## config.mk

```make
export PLATFORM = sky130hd
export DESIGN_NAME = bcd_serial_adder
export DESIGN_NICKNAME = d
export VERILOG_FILES = /design/src/rtl/bcd_pkg.sv /design/src/rtl/bcd_digit_add.sv /design/src/rtl/bcd_serial_adder.sv
export SDC_FILE = /design/constraint.sdc
export NUM_CORES = 1
export LEC_CHECK = 0
export BUFFER_PORTS_ARGS = -buffer_cell sky130_fd_sc_hd__buf_4
export CORE_ASPECT_RATIO = 0.5
export CORE_UTILIZATION = 51
export CTS_BUF_LIST = sky130_fd_sc_hd__clkbuf_4
export DETAILED_ROUTE_END_ITERATION = 12
export PLACE_DENSITY = 0.76
export SLEW_MARGIN = 20
export SYNTH_ARGS = -nofsm -noshare
export SYNTH_HDL_FRONTEND = slang
export SYNTH_SLANG_ARGS = --single-unit
```

## constraint.sdc

```tcl
create_clock -name clk -period 3.8 [get_ports clk]
set_clock_uncertainty 0.2 [all_clocks]
set_input_delay 0.76 -clock clk [delete_from_list [all_inputs] [get_ports clk]]
set_output_delay 0.76 -clock clk [all_outputs]
set_load 0.01 [all_outputs]
```

## src/rtl/bcd_pkg.sv

```systemverilog
// Shared types and constants for the serial packed-BCD adder.
// The optional subtract mode is enabled by defining BCD_SUB_EN.
package bcd_pkg;

    typedef enum logic [1:0] {
        IDLE,
        RUN,
        DONE
    } state_t;

    typedef logic [3:0] digit_t;

    localparam digit_t BCD_MAX = 4'd9;
    localparam digit_t BCD_ADJ = 4'd6;

    function automatic digit_t nines_comp(input digit_t d);
        return BCD_MAX - d;
    endfunction

endpackage

```

## src/rtl/bcd_digit_add.sv

```systemverilog
// Single-digit BCD add with decimal adjust: t = a + b + c, corrected by +6 when t exceeds 9.
module bcd_digit_add
    import bcd_pkg::*;
(
    input  digit_t a_d,
    input  digit_t b_d,
    input  logic   c_in,
    output digit_t s_d,
    output logic   c_out
);

    logic [4:0] t;
    logic [4:0] t_adj;

    always_comb begin
        t     = {1'b0, a_d} + {1'b0, b_d} + {4'b0, c_in};
        t_adj = t + {1'b0, BCD_ADJ};
        if (t > {1'b0, BCD_MAX}) begin
            s_d   = t_adj[3:0];
            c_out = 1'b1;
        end else begin
            s_d   = t[3:0];
            c_out = 1'b0;
        end
    end

endmodule

```

## src/rtl/bcd_serial_adder.sv

```systemverilog
// Multi-digit packed-BCD adder, one digit per clock LSD first, start/busy/done handshake.
// Defining BCD_SUB_EN adds a 'sub' input selecting a - b via 9's complement plus forced carry.
module bcd_serial_adder
    import bcd_pkg::*;
#(
    parameter int DIGITS = 4
) (
    input  logic                clk,
    input  logic                rst,
    input  logic                start,
    input  logic [4*DIGITS-1:0] a,
    input  logic [4*DIGITS-1:0] b,
    input  logic                carry_in,
`ifdef BCD_SUB_EN
    input  logic                sub,
`endif
    output logic                busy,
    output logic                done,
    output logic [4*DIGITS-1:0] sum,
    output logic                carry_out
);

    localparam int W     = 4 * DIGITS;
    localparam int IDX_W = (DIGITS > 1) ? $clog2(DIGITS) : 1;
    localparam logic [IDX_W-1:0] LAST_IDX = IDX_W'(DIGITS - 1);

    state_t           state_q, state_d;
    logic [IDX_W-1:0] idx_q, idx_d;
    logic [W-1:0]     a_q, a_d;
    logic [W-1:0]     b_q, b_d;
    logic [W-1:0]     sum_q, sum_d;
    logic             carry_q, carry_d;
    logic             cout_q, cout_d;
    logic             done_q, done_d;

    digit_t           dig_s;
    logic             dig_c;

    bcd_digit_add u_digit (
        .a_d  (a_q[4*idx_q +: 4]),
        .b_d  (b_q[4*idx_q +: 4]),
        .c_in (carry_q),
        .s_d  (dig_s),
        .c_out(dig_c)
    );

    always_comb begin
        state_d = state_q;
        idx_d   = idx_q;
        a_d     = a_q;
        b_d     = b_q;
        sum_d   = sum_q;
        carry_d = carry_q;
        cout_d  = cout_q;
        done_d  = 1'b0;
        case (state_q)
            IDLE: begin
                if (start) begin
                    a_d     = a;
                    b_d     = b;
                    carry_d = carry_in;
`ifdef BCD_SUB_EN
                    // Subtraction stores the 9's complement of b so RUN stays a plain add.
                    if (sub) begin
                        for (int i = 0; i < DIGITS; i++) begin
                            b_d[4*i +: 4] = nines_comp(b[4*i +: 4]);
                        end
                        carry_d = 1'b1;
                    end
`endif
                    sum_d   = '0;
                    idx_d   = '0;
                    state_d = RUN;
                end
            end
            RUN: begin
                sum_d[4*idx_q +: 4] = dig_s;
                carry_d             = dig_c;
                idx_d               = idx_q + 1'b1;
                if (idx_q == LAST_IDX) begin
                    cout_d  = dig_c;
                    done_d  = 1'b1;
                    idx_d   = '0;
                    state_d = DONE;
                end
            end
            DONE: begin
                state_d = IDLE;
            end
            default: begin
                state_d = IDLE;
            end
        endcase
    end

    always_ff @(posedge clk) begin
        if (rst) begin
            state_q <= IDLE;
            idx_q   <= '0;
            a_q     <= '0;
            b_q     <= '0;
            sum_q   <= '0;
            carry_q <= 1'b0;
            cout_q  <= 1'b0;
            done_q  <= 1'b0;
        end else begin
            state_q <= state_d;
            idx_q   <= idx_d;
            a_q     <= a_d;
            b_q     <= b_d;
            sum_q   <= sum_d;
            carry_q <= carry_d;
            cout_q  <= cout_d;
            done_q  <= done_d;
        end
    end

    assign busy      = (state_q == RUN);
    assign done      = done_q;
    assign sum       = sum_q;
    assign carry_out = cout_q;

endmodule

```

==> results of run 1 <==
-- sequential cells by signal, summed over array words and instances, names as in the netlist --
| register | flops |
|---|---|
| a_q | 16 |
| b_q | 16 |
| sum | 16 |
| idx_q | 2 |
| state_q | 2 |
| carry_out | 1 |
| carry_q | 1 |
| done | 1 |
-- stage by stage --
stage	total power, W	hold slack [ns]
floorplan	0.000817	0.233
global placement	0.000886	0.240
detailed placement	0.000895	0.249
CTS	0.00115	0.269
global route	0.00120	0.287
finish	0.00115	0.269
-- placed cells by master, fill, tap and decap left out, types with 2 or more instances in the layout --
cell / synthesis / layout
sky130_fd_sc_hd__nand2_1: 78 / 78
sky130_fd_sc_hd__buf_4: 1 / 60
sky130_fd_sc_hd__dfxtp_1: 55 / 54
sky130_fd_sc_hd__a21oi_1: 44 / 44
sky130_fd_sc_hd__nor2_1: 13 / 12
sky130_fd_sc_hd__nor3_1: 10 / 10
sky130_fd_sc_hd__mux4_2: 8 / 8
sky130_fd_sc_hd__ha_1: 8 / 8
sky130_fd_sc_hd__inv_1: 7 / 7
sky130_fd_sc_hd__o31ai_1: 8 / 7
sky130_fd_sc_hd__clkbuf_4: 0 / 6
sky130_fd_sc_hd__nand2b_1: 5 / 5
sky130_fd_sc_hd__a22oi_1: 5 / 5
sky130_fd_sc_hd__a32oi_1: 4 / 4
sky130_fd_sc_hd__a221oi_1: 4 / 4
sky130_fd_sc_hd__nor2b_1: 3 / 3
sky130_fd_sc_hd__nand3b_1: 3 / 3
sky130_fd_sc_hd__a21o_1: 3 / 3
sky130_fd_sc_hd__and3_1: 3 / 3
sky130_fd_sc_hd__or3_1: 2 / 2
sky130_fd_sc_hd__fa_2: 0 / 2
-- metal layers --
layer / up-vias / share of wire / track usage
li1: 1161 / - / -
met1: 1070 / 0.49 / 0.313
met2: 67 / 0.45 / 0.381
met3: 7 / 0.050 / 0.0456
met4: 0 / 0.0062 / 0.0429
met5: - / 0 / 0
-- kinds of logic after synthesis --
group / after synthesis
xor gates and xnor gates: 1
buffers and inverters: 28
and+or+nand+nor: 126
AOI/OAI and AO/OA: 76
DFF: 55
muxes: 10
adders and majority gates: 10
-- Yosys cell counts (all sizes together) (2+ instances only) --
library cell | count | area [sq um]
a22oi | 5 | 37.5
nand3b | 3 | 22.5
nor2 | 13 | 48.8
ha | 8 | 100
nor3 | 10 | 50.1
nand2b | 5 | 31.3
a21oi | 45 | 229
mux4 | 8 | 180
inv | 7 | 26.3
dfxtp | 55 | 1100
clkbuf | 15 | 56.3
fa | 2 | 40.0
or2 | 2 | 12.5
a32oi | 4 | 35.0
a21o | 4 | 31.3
buf | 6 | 32.5
nand2 | 78 | 293
or3 | 2 | 12.5
a221oi | 4 | 35.0
o31ai | 9 | 81.3
and3 | 4 | 26.3
nor2b | 3 | 18.8
-- worst register-to-register path, stage by stage, from the launching register on --
cell and delay (ns):
sky130_fd_sc_hd__dfxtp_4 0.40, sky130_fd_sc_hd__mux4_2 0.52, sky130_fd_sc_hd__fa_2 0.40, sky130_fd_sc_hd__fa_2 0.54, sky130_fd_sc_hd__inv_1 0.06, sky130_fd_sc_hd__ha_1 0.20
sky130_fd_sc_hd__nor2b_1 0.14, sky130_fd_sc_hd__a31o_4 0.24, sky130_fd_sc_hd__o31ai_4 0.24, sky130_fd_sc_hd__mux2_4 0.36, sky130_fd_sc_hd__o31ai_1 0.21
-- cell type report --
cell class              count  area, sq um  area share
clock inverters             2         12.5     0.00396
flip-flops and latches     55         1100       0.349
repair buffers             60          450       0.142
inverters                   7         26.3     0.00831
well taps                  70         87.6      0.0277
multi-input cells         223         1440       0.454
clock buffers               6         45.0      0.0142
-- path summary, 6_finish.rpt --
path | from | endpoint
worst max-delay path | idx_q[0] | sum[2]
worst min-delay path | b_q[11] | b_q[11]
worst max register to register | idx_q[0] | sum[2]
worst min register to register | b_q[11] | b_q[11]
-- power by group through the flow --
| stage | registers (W) | clock network [W] | logic [W] |
|---|---|---|---|
| global route | 0.000624 | 0.000287 | 0.000290 |
| floorplan | 0.000627 | 0 | 0.000190 |
| finish | 0.000621 | 0.000262 | 0.000265 |
| detailed placement | 0.000633 | 0 | 0.000262 |
| global placement | 0.000633 | 0 | 0.000254 |
| CTS | 0.000621 | 0.000267 | 0.000262 |
==> impl.org, run 1 <==
** Status
- Status :: completed

** Route
- Across all layers, the routed design uses 2305 vias.
- DR WL/cell :: 14.0 microns
- The pre-antenna-repair detailed-routing pass consisted of 4 iterations.
- Summed over all layers, the routed wires come to 5940 microns.
- Post-route ant nets :: 0
- After the first detailed-routing iteration, the DRC count stood at 128.
- DRC violation count after routing :: 0
- Using the TritonRoute via totals, the vias-per-cell ratio works out to 5.45.

** Final layout
- Relative to the synthesized area, the layout overhead comes to 19.8%.
- Fill count :: 446
- Final standard cell count with taps included and fillers excluded :: 423
- Share of the core filled with cells :: 0.638
- After the last flow step, the layout net total stands at 398.
- Post-route standard cell area excluding fillers :: 3160 sq um
- Number of diodes :: 0
- Share of cells above drive strength 1 :: 0.249

** Pwr
- Of the total power, registers draw 0.541.
- Highest ir drop seen on vdd :: 0.216 mV
- Summed over all cells, the static leakage comes to 1.27 nW.
- The share of total power dissipated in combinational logic is 0.231.
- The share of total power dissipated in the clock network is 0.228.
- The analysis attributes to net switching a power of 0.000348 W.
- Power Internal :: 0.000800 W
- In this run the power density over the cells is 363 nW/um^2.
- Of the total power, the share spent switching nets is 0.303.

** CTS
- The H-tree generated during clock tree synthesis spans 2 levels.
- After clock tree synthesis, the clock-pin slew on the worst setup and hold paths is 0.16 ns.
- CTS saw 55 sinks.
- Cts hold-fix bufs :: 0
- The clock passes through at most 2 buffers.
- Number of gates resized after cts :: 0
- TritonCTS clock tree :: built
- Post-CTS timing repair inserted 0 buffers for setup.
- Insertion delay to the later sink of the worst-skew pair :: 0.38 ns
- Root buf cell :: sky130_fd_sc_hd__clkbuf_4
- In this run, CTS created clock tree buffers numbering 5.

** Synth
- Counting flops and latches in the post-synthesis netlist gives 55.
- During synthesis, Yosys emitted a total of 0 warnings.
- Number of different library cells in the post-synthesis netlist :: 42
- By area, the combinational part of the netlist is dominated by simple AND/OR/NAND/NOR gates.
- Of the total synthesized cell area, the portion taken by AND, OR, NAND and NOR gates is 0.213.
- Summing every instance area after synthesis gives 2640 sq um.
- Average footprint of a synthesized cell :: 8.62 sq um
- Of the total synthesized cell area, the portion taken by full adders, half adders and majority gates is 0.0531.
- After technology mapping, the gate count stands at 306.
- The most used flip-flop cell after synthesis is sky130_fd_sc_hd__dfxtp_1.
- Multiplexer share of the synthesized area :: 0.0778
- The synthesized-area fraction occupied by ao, oa, aoi and oai cells is 0.189.
- Of the synthesized area, sequential elements account for 0.417.
- The number of nets handed over by synthesis was 352.
- The synthesized design contains 0 enable-type register cells.
- Post-Synth XOR/XNOR Area :: 0.00616
- In the synthesized netlist the async set-or-reset flop fraction comes to 0.

** Placement
- Port Buf Inserts :: 54
- Summed over all nets, the half-perimeter wirelength after detailed placement is 4400 microns.
- OpenSTA, run right after detailed placement, puts the worst setup slack at 0.114 ns.
- Weighted congestion reported at the end of routability-driven placement :: 0.843
- After detailed placement, the design holds a cell count of 415.
- Placed cell area :: 3090 sq um

** STA
- RSZ-0062 raised after global routing :: no
- Headroom to the max-slew limit came out at 0.601.
- Once routing completed, OpenROAD measured the worst setup slack at 0.219 ns.
- Number of pins with negative max-slew slack in the final report :: 0
- Setup violations remaining at the end of the flow were counted as 0.
- Sum of negative setup slack :: 0 ns
- For the pin with the worst max-slew slack, the measured transition is 0.599 ns.
- For this run, the top clock speed supported by timing is 279 MHz.
- Fin crit period :: 3.58 ns
- Of the available clock period, the critical path in the final layout requires 0.942.
- The final hold violation count came to 0.

** Setup path
- Largest fanout on the critical path :: 7
- Crit path capture type :: register
- At the worst endpoint, the arrival time is 3.69 ns.
- Counting both buffers and inverters, the worst setup path holds a total of 1.
- In this design, the stage delay of the slowest critical-path cell is 0.54 ns.
- Data on the critical path is required at its endpoint by 3.90 ns.
- Counting buffers and inverters, the worst setup path is 10 cells deep.
- Kind of start point of the critical path :: register
- The kind of cell with the highest combined delay along the critical path is adder cells.
- Library cell appearing most often on the critical path :: sky130_fd_sc_hd__fa_2
- Cell-by-cell listing of the critical path :: mux4_2 -> fa_2 -> fa_2 -> inv_1 -> ha_1 -> nor2b_1 -> a31o_4 -> o31ai_4 -> mux2_4 -> o31ai_1
- Setup slack on the worst reg-to-reg path comes out at 0.22 ns.
- Class of the most critical setup path :: reg2reg
- Depth of the most critical reg-to-reg path :: 10
- Slowest CP cell :: sky130_fd_sc_hd__fa_2

** Floorplanning
- Die area :: 5480 sq um
- Area of the core region :: 4950 sq um
- Pin placement for this block handled 55 I/O pins.
- The initial utilization of the core area, before any placement, comes to 0.533.
- Die extent in y :: 52.9 microns
- Number of core rows :: 18
- Measured along the x axis, the die boundary spans 104 microns.

** GRT
- The first global-routing pass estimated 9860 microns of wire.
- The initial antenna violation count came to 0.
- Total congestion overflow after global routing :: 0
- In the global route stage, overall resource usage came out at 0.228.
- Number of global-route vias before repair :: 2118
- Entering global routing, the biggest net connects 60 pins.

** Flow run
- Maximum capacitance violations :: 0

** Worst hold path
- The path class of the tightest hold or removal check is reg2reg.
- The worst hold path was traced through 2 stages.
Power figures use the tool's default switching activity.
==> run 2, diff against run 1 <==
clock period = 3.2 ns   (was 3.8 ns; I/O delays follow)
==> run 2 against run 1 <==
  * The run now ends with setup timing left
  * Setup slack lost 0.50 ns
  * Design area grew 5.3%
  * Non-clock buffer count up 8
  * Sequential power up 19%
  * Via count up 0.87%
  * Count of clock-buffer cells in the layout decreased by 1
  * Final cell count is 1.9% higher
  * Die area unchanged
  * Worst hold slack got worse by 0.0048 ns
  * Critical path depth did not move
  * Routed wire length increased by 2.7%
  * Global-route usage is 0.22 points higher
  * Critical endpoint is now sum[6]
  * Highest routed layer unchanged
==> impl.org, run 2 (synthesis gave the netlist of run 1 again) <==
** Setup path
- The arrival time of data at the critical path endpoint was 3.60 ns (-0.09 ns).
- In this run the critical register-to-register path is captured at sum[6].
- Depth of the most critical reg-to-reg path :: 10 (unchanged)
- Cell-by-cell listing of the critical path :: mux4_2 -> fa_2 -> fa_2 -> inv_4 -> ha_4 -> nor2b_4 -> a31o_4 -> o31ai_4 -> mux2_4 -> o31ai_1
- Count of buffer and inverter cells on the critical path :: 1 (unchanged)
- In this design, the largest share of critical-path delay is due to adder cells.
- The most numerous cell type found on the critical path is sky130_fd_sc_hd__fa_2.
- Start of the worst register-to-register path :: idx_q[0]
- Worst path max stage delay :: 0.57 ns (+0.03 ns)
- R2R setup slack :: -0.28 ns (-0.50 ns)
- Kind of start point of the critical path :: register
- Slowest CP cell :: sky130_fd_sc_hd__fa_2
- The worst setup path is of the reg2reg kind.
- Crit path capture type :: register
- The maximum fanout along the worst path came to 4 (-3).
- The required time at the worst-slack endpoint is 3.33 ns (-0.57 ns).

** STA
- The final hold violation count came to 0 (unchanged).
- The maximum clock frequency is 288 MHz (+3.0%).
- The slew at the pin closest to its max-slew limit is 0.619 ns (+0.0203 ns).
- The time the final worst path needs with I/O delays and setup was 3.48 ns (-0.105 ns).
- The final setup violation count is 14 (+14).
- Crit share post-route :: 1.09 (+0.144)
- RSZ-0062 raised after global routing :: yes
- Worst path setup slack after routing :: -0.277 ns (-0.495 ns)
- Number of pins with negative max-slew slack in the final report :: 0 (unchanged)
- Max_slew headroom :: 0.587 (-0.0135)

** Pwr
- The power per unit of standard cell area came to 462 nW/um^2 (+27%).
- Leak Pwr :: 1.34 nW (+6.2%)
- Sequential share of power :: 0.478 (-0.063)
- Power Internal :: 0.00108 W (+35%)
- The net switching component of the power is 0.000463 W (+33%).
- Switching share of total power :: 0.301 (-0.00250)
- The share of power burned in combinational logic was 0.260 (+0.029).
- The proportion of power drawn by the clock network is 0.261 (+0.033).
- The worst ir drop on vdd came to 0.206 mV (-4.8%).
- Power, Total :: 0.00154 W (+34%)

** Final layout
- Relative to the synthesized area, the layout overhead comes to 26.2%.
- Number of diodes :: 0 (unchanged)
- The number of nets in the layout is 406 (+2.0%).
- Leaving out fill and tap cells, the most frequent cell in the layout is sky130_fd_sc_hd__nand2_1.
- Commonest cells after routing, fill and taps aside :: 78 x sky130_fd_sc_hd__nand2_1, 67 x sky130_fd_sc_hd__buf_4, 54 x sky130_fd_sc_hd__dfxtp_1
- The fraction of layout instances using a drive strength above 1 was 0.302 (+0.0526).

** Floorplanning
- Die area :: 5480 sq um (unchanged)
- The number of top-level design ports came to 55 (unchanged).
- Die extent in y :: 52.9 microns (unchanged)
- The x dimension of the die was 104 microns (unchanged).
- The initial cell density of the core is 0.533 (unchanged).
- Number of core rows :: 18 (unchanged)
- The area inside the core boundary came to 4950 sq um (unchanged).

** CTS
- Worst-case clock buffer depth :: 2 (unchanged)
- The later-pin clock latency in the skew report was 0.39 ns (about the same).
- The clock transition at the register clock pins on the worst setup and hold paths after CTS is 0.17 ns (about the same).
- Total clock buffers created by CTS :: 5 (unchanged)
- The level count of the clock H-tree was 2 (unchanged).
- Clock sink total :: 55 (unchanged)
- The cell sitting at the root of the clock tree is a sky130_fd_sc_hd__clkbuf_4.
- Cts hold-fix bufs :: 0 (unchanged)
- TritonCTS built the clock tree.

** Route
- Iter 0 DRT Violations :: 83 (-35%)
- Post-route ant nets :: 0 (unchanged)
- Final wirelength :: 6100 microns (+2.7%)
- DR WL/cell :: 14.2 microns (+0.79%)
- DR pass1 iterations :: 4 (unchanged)
- Vias/cell :: 5.39 (-1.0%)
- Routed via count :: 2325 (+0.87%)
- DRC violation count after routing :: 0 (unchanged)

** Placement
- The estimated wirelength of the detail-placed design came to 4290 microns (-2.6%).
- Port Buf Inserts :: 54 (unchanged)
- The setup slack after placement came to -0.273 ns (-0.387 ns).
- Weighted congestion reported at the end of routability-driven placement :: 0.887 (+5.1%)

** GRT
- Maximum number of pins on one net before global-route repair :: 60 (unchanged)
- Total congestion overflow after global routing :: 0 (unchanged)
- Number of global-route vias before repair :: 2126 (+0.38%)
- Initial antenna violation count :: 0 (unchanged)
- Overall global routing resource usage :: 0.230 (+0.00219)
- The first-pass GRT wire length is 9750 microns (-1.1%).

** Status
- Failing checks :: setup timing
- Status :: finished with violations

** Flow run
- Maximum capacitance violations :: 0 (unchanged)

** Worst hold path
- Hold Path Cell Cnt :: 3 (+1)
- The worst hold path terminates at a_q[7].
- Class of the most critical hold timing path :: in2reg
- Hold path startpoint :: a[7]
-- run 2: cell count changes in the layout (fill, tap and decap cells not counted), moves of 2 or more --
| cell | delta |
|---|---|
| sky130_fd_sc_hd__a32oi_1 | -2 |
| sky130_fd_sc_hd__buf_4 | +7 |
| sky130_fd_sc_hd__a32oi_2 | +2 |
| sky130_fd_sc_hd__o31ai_2 | +4 |
| sky130_fd_sc_hd__o31ai_1 | -4 |
-- run 2: worst register-to-register path: stages, from the launching register on --
cell	delay, ns
sky130_fd_sc_hd__dfxtp_4	0.40
sky130_fd_sc_hd__mux4_2	0.52
sky130_fd_sc_hd__fa_2	0.39
sky130_fd_sc_hd__fa_2	0.57
sky130_fd_sc_hd__inv_4	0.04
sky130_fd_sc_hd__ha_4	0.15
sky130_fd_sc_hd__nor2b_4	0.12
sky130_fd_sc_hd__a31o_4	0.22
sky130_fd_sc_hd__o31ai_4	0.23
sky130_fd_sc_hd__mux2_4	0.37
sky130_fd_sc_hd__o31ai_1	0.21
-- run 2: final cells by class --
class                      count  area, sq um
tap                           70         87.6
clock buffer                   5         37.5
timing repair buffer          68          514
inverter                       7         28.8
fill                         417         1620
clock inverter                 3         46.3
multi-input combinational    223         1510
sequential                    55         1100
-- run 2: stage by stage --
stage                     utilization  cells  cell area (sq um)  hold slack, ns  TNS (ns)
after floorplan                     -    306               2690           0.233     -2.57
after global placement          0.638    420               3160           0.240     -1.69
after detailed placement        0.638    420               3160           0.249     -2.48
after CTS                       0.662    429               3280           0.263     -2.02
after global routing            0.672    431               3330           0.258     -3.64
final                           0.672    431               3330           0.265     -2.29
-- run 2: what timing repair did --
item,4_1_cts,5_1_grt
gates resized for setup,6,6
setup buffers,2,2
endpoints found under the setup margin,14,14
endpoints found under the hold margin,0,0
gates cloned,0,0
pin swaps,6,3
-- run 2: how the worst max path moves through the flow --
stage	depth (start not counted)	slack, ns	start	end
global placement	10	-0.17	idx_q[0]	sum[10]
detailed placement	10	-0.27	idx_q[0]	sum[10]
floorplan	12	-0.38	idx_q[0]	sum[10]
global route	10	-0.37	idx_q[0]	sum[2]
CTS	10	-0.26	idx_q[0]	sum[2]
finish	10	-0.28	idx_q[0]	sum[6]
-- run 2: power groups by stage --
stage / sequential (W) / clock, W / combinational (W)
floorplan: 0.000745 / 0 / 0.000247
global placement: 0.000750 / 0 / 0.000344
detailed placement: 0.000751 / 0 / 0.000354
CTS: 0.000736 / 0.000406 / 0.000375
global route: 0.000741 / 0.000430 / 0.000434
finish: 0.000737 / 0.000402 / 0.000401
-- run 2: metal layers --
layer | vias to the layer above | track usage | wire [microns]
li1 | 1179 | - | -
met1 | 1072 | 0.289 | 2870
met2 | 66 | 0.397 | 2850
met3 | 8 | 0.0517 | 309
met4 | 0 | 0.0929 | 65
met5 | - | 0 | 0
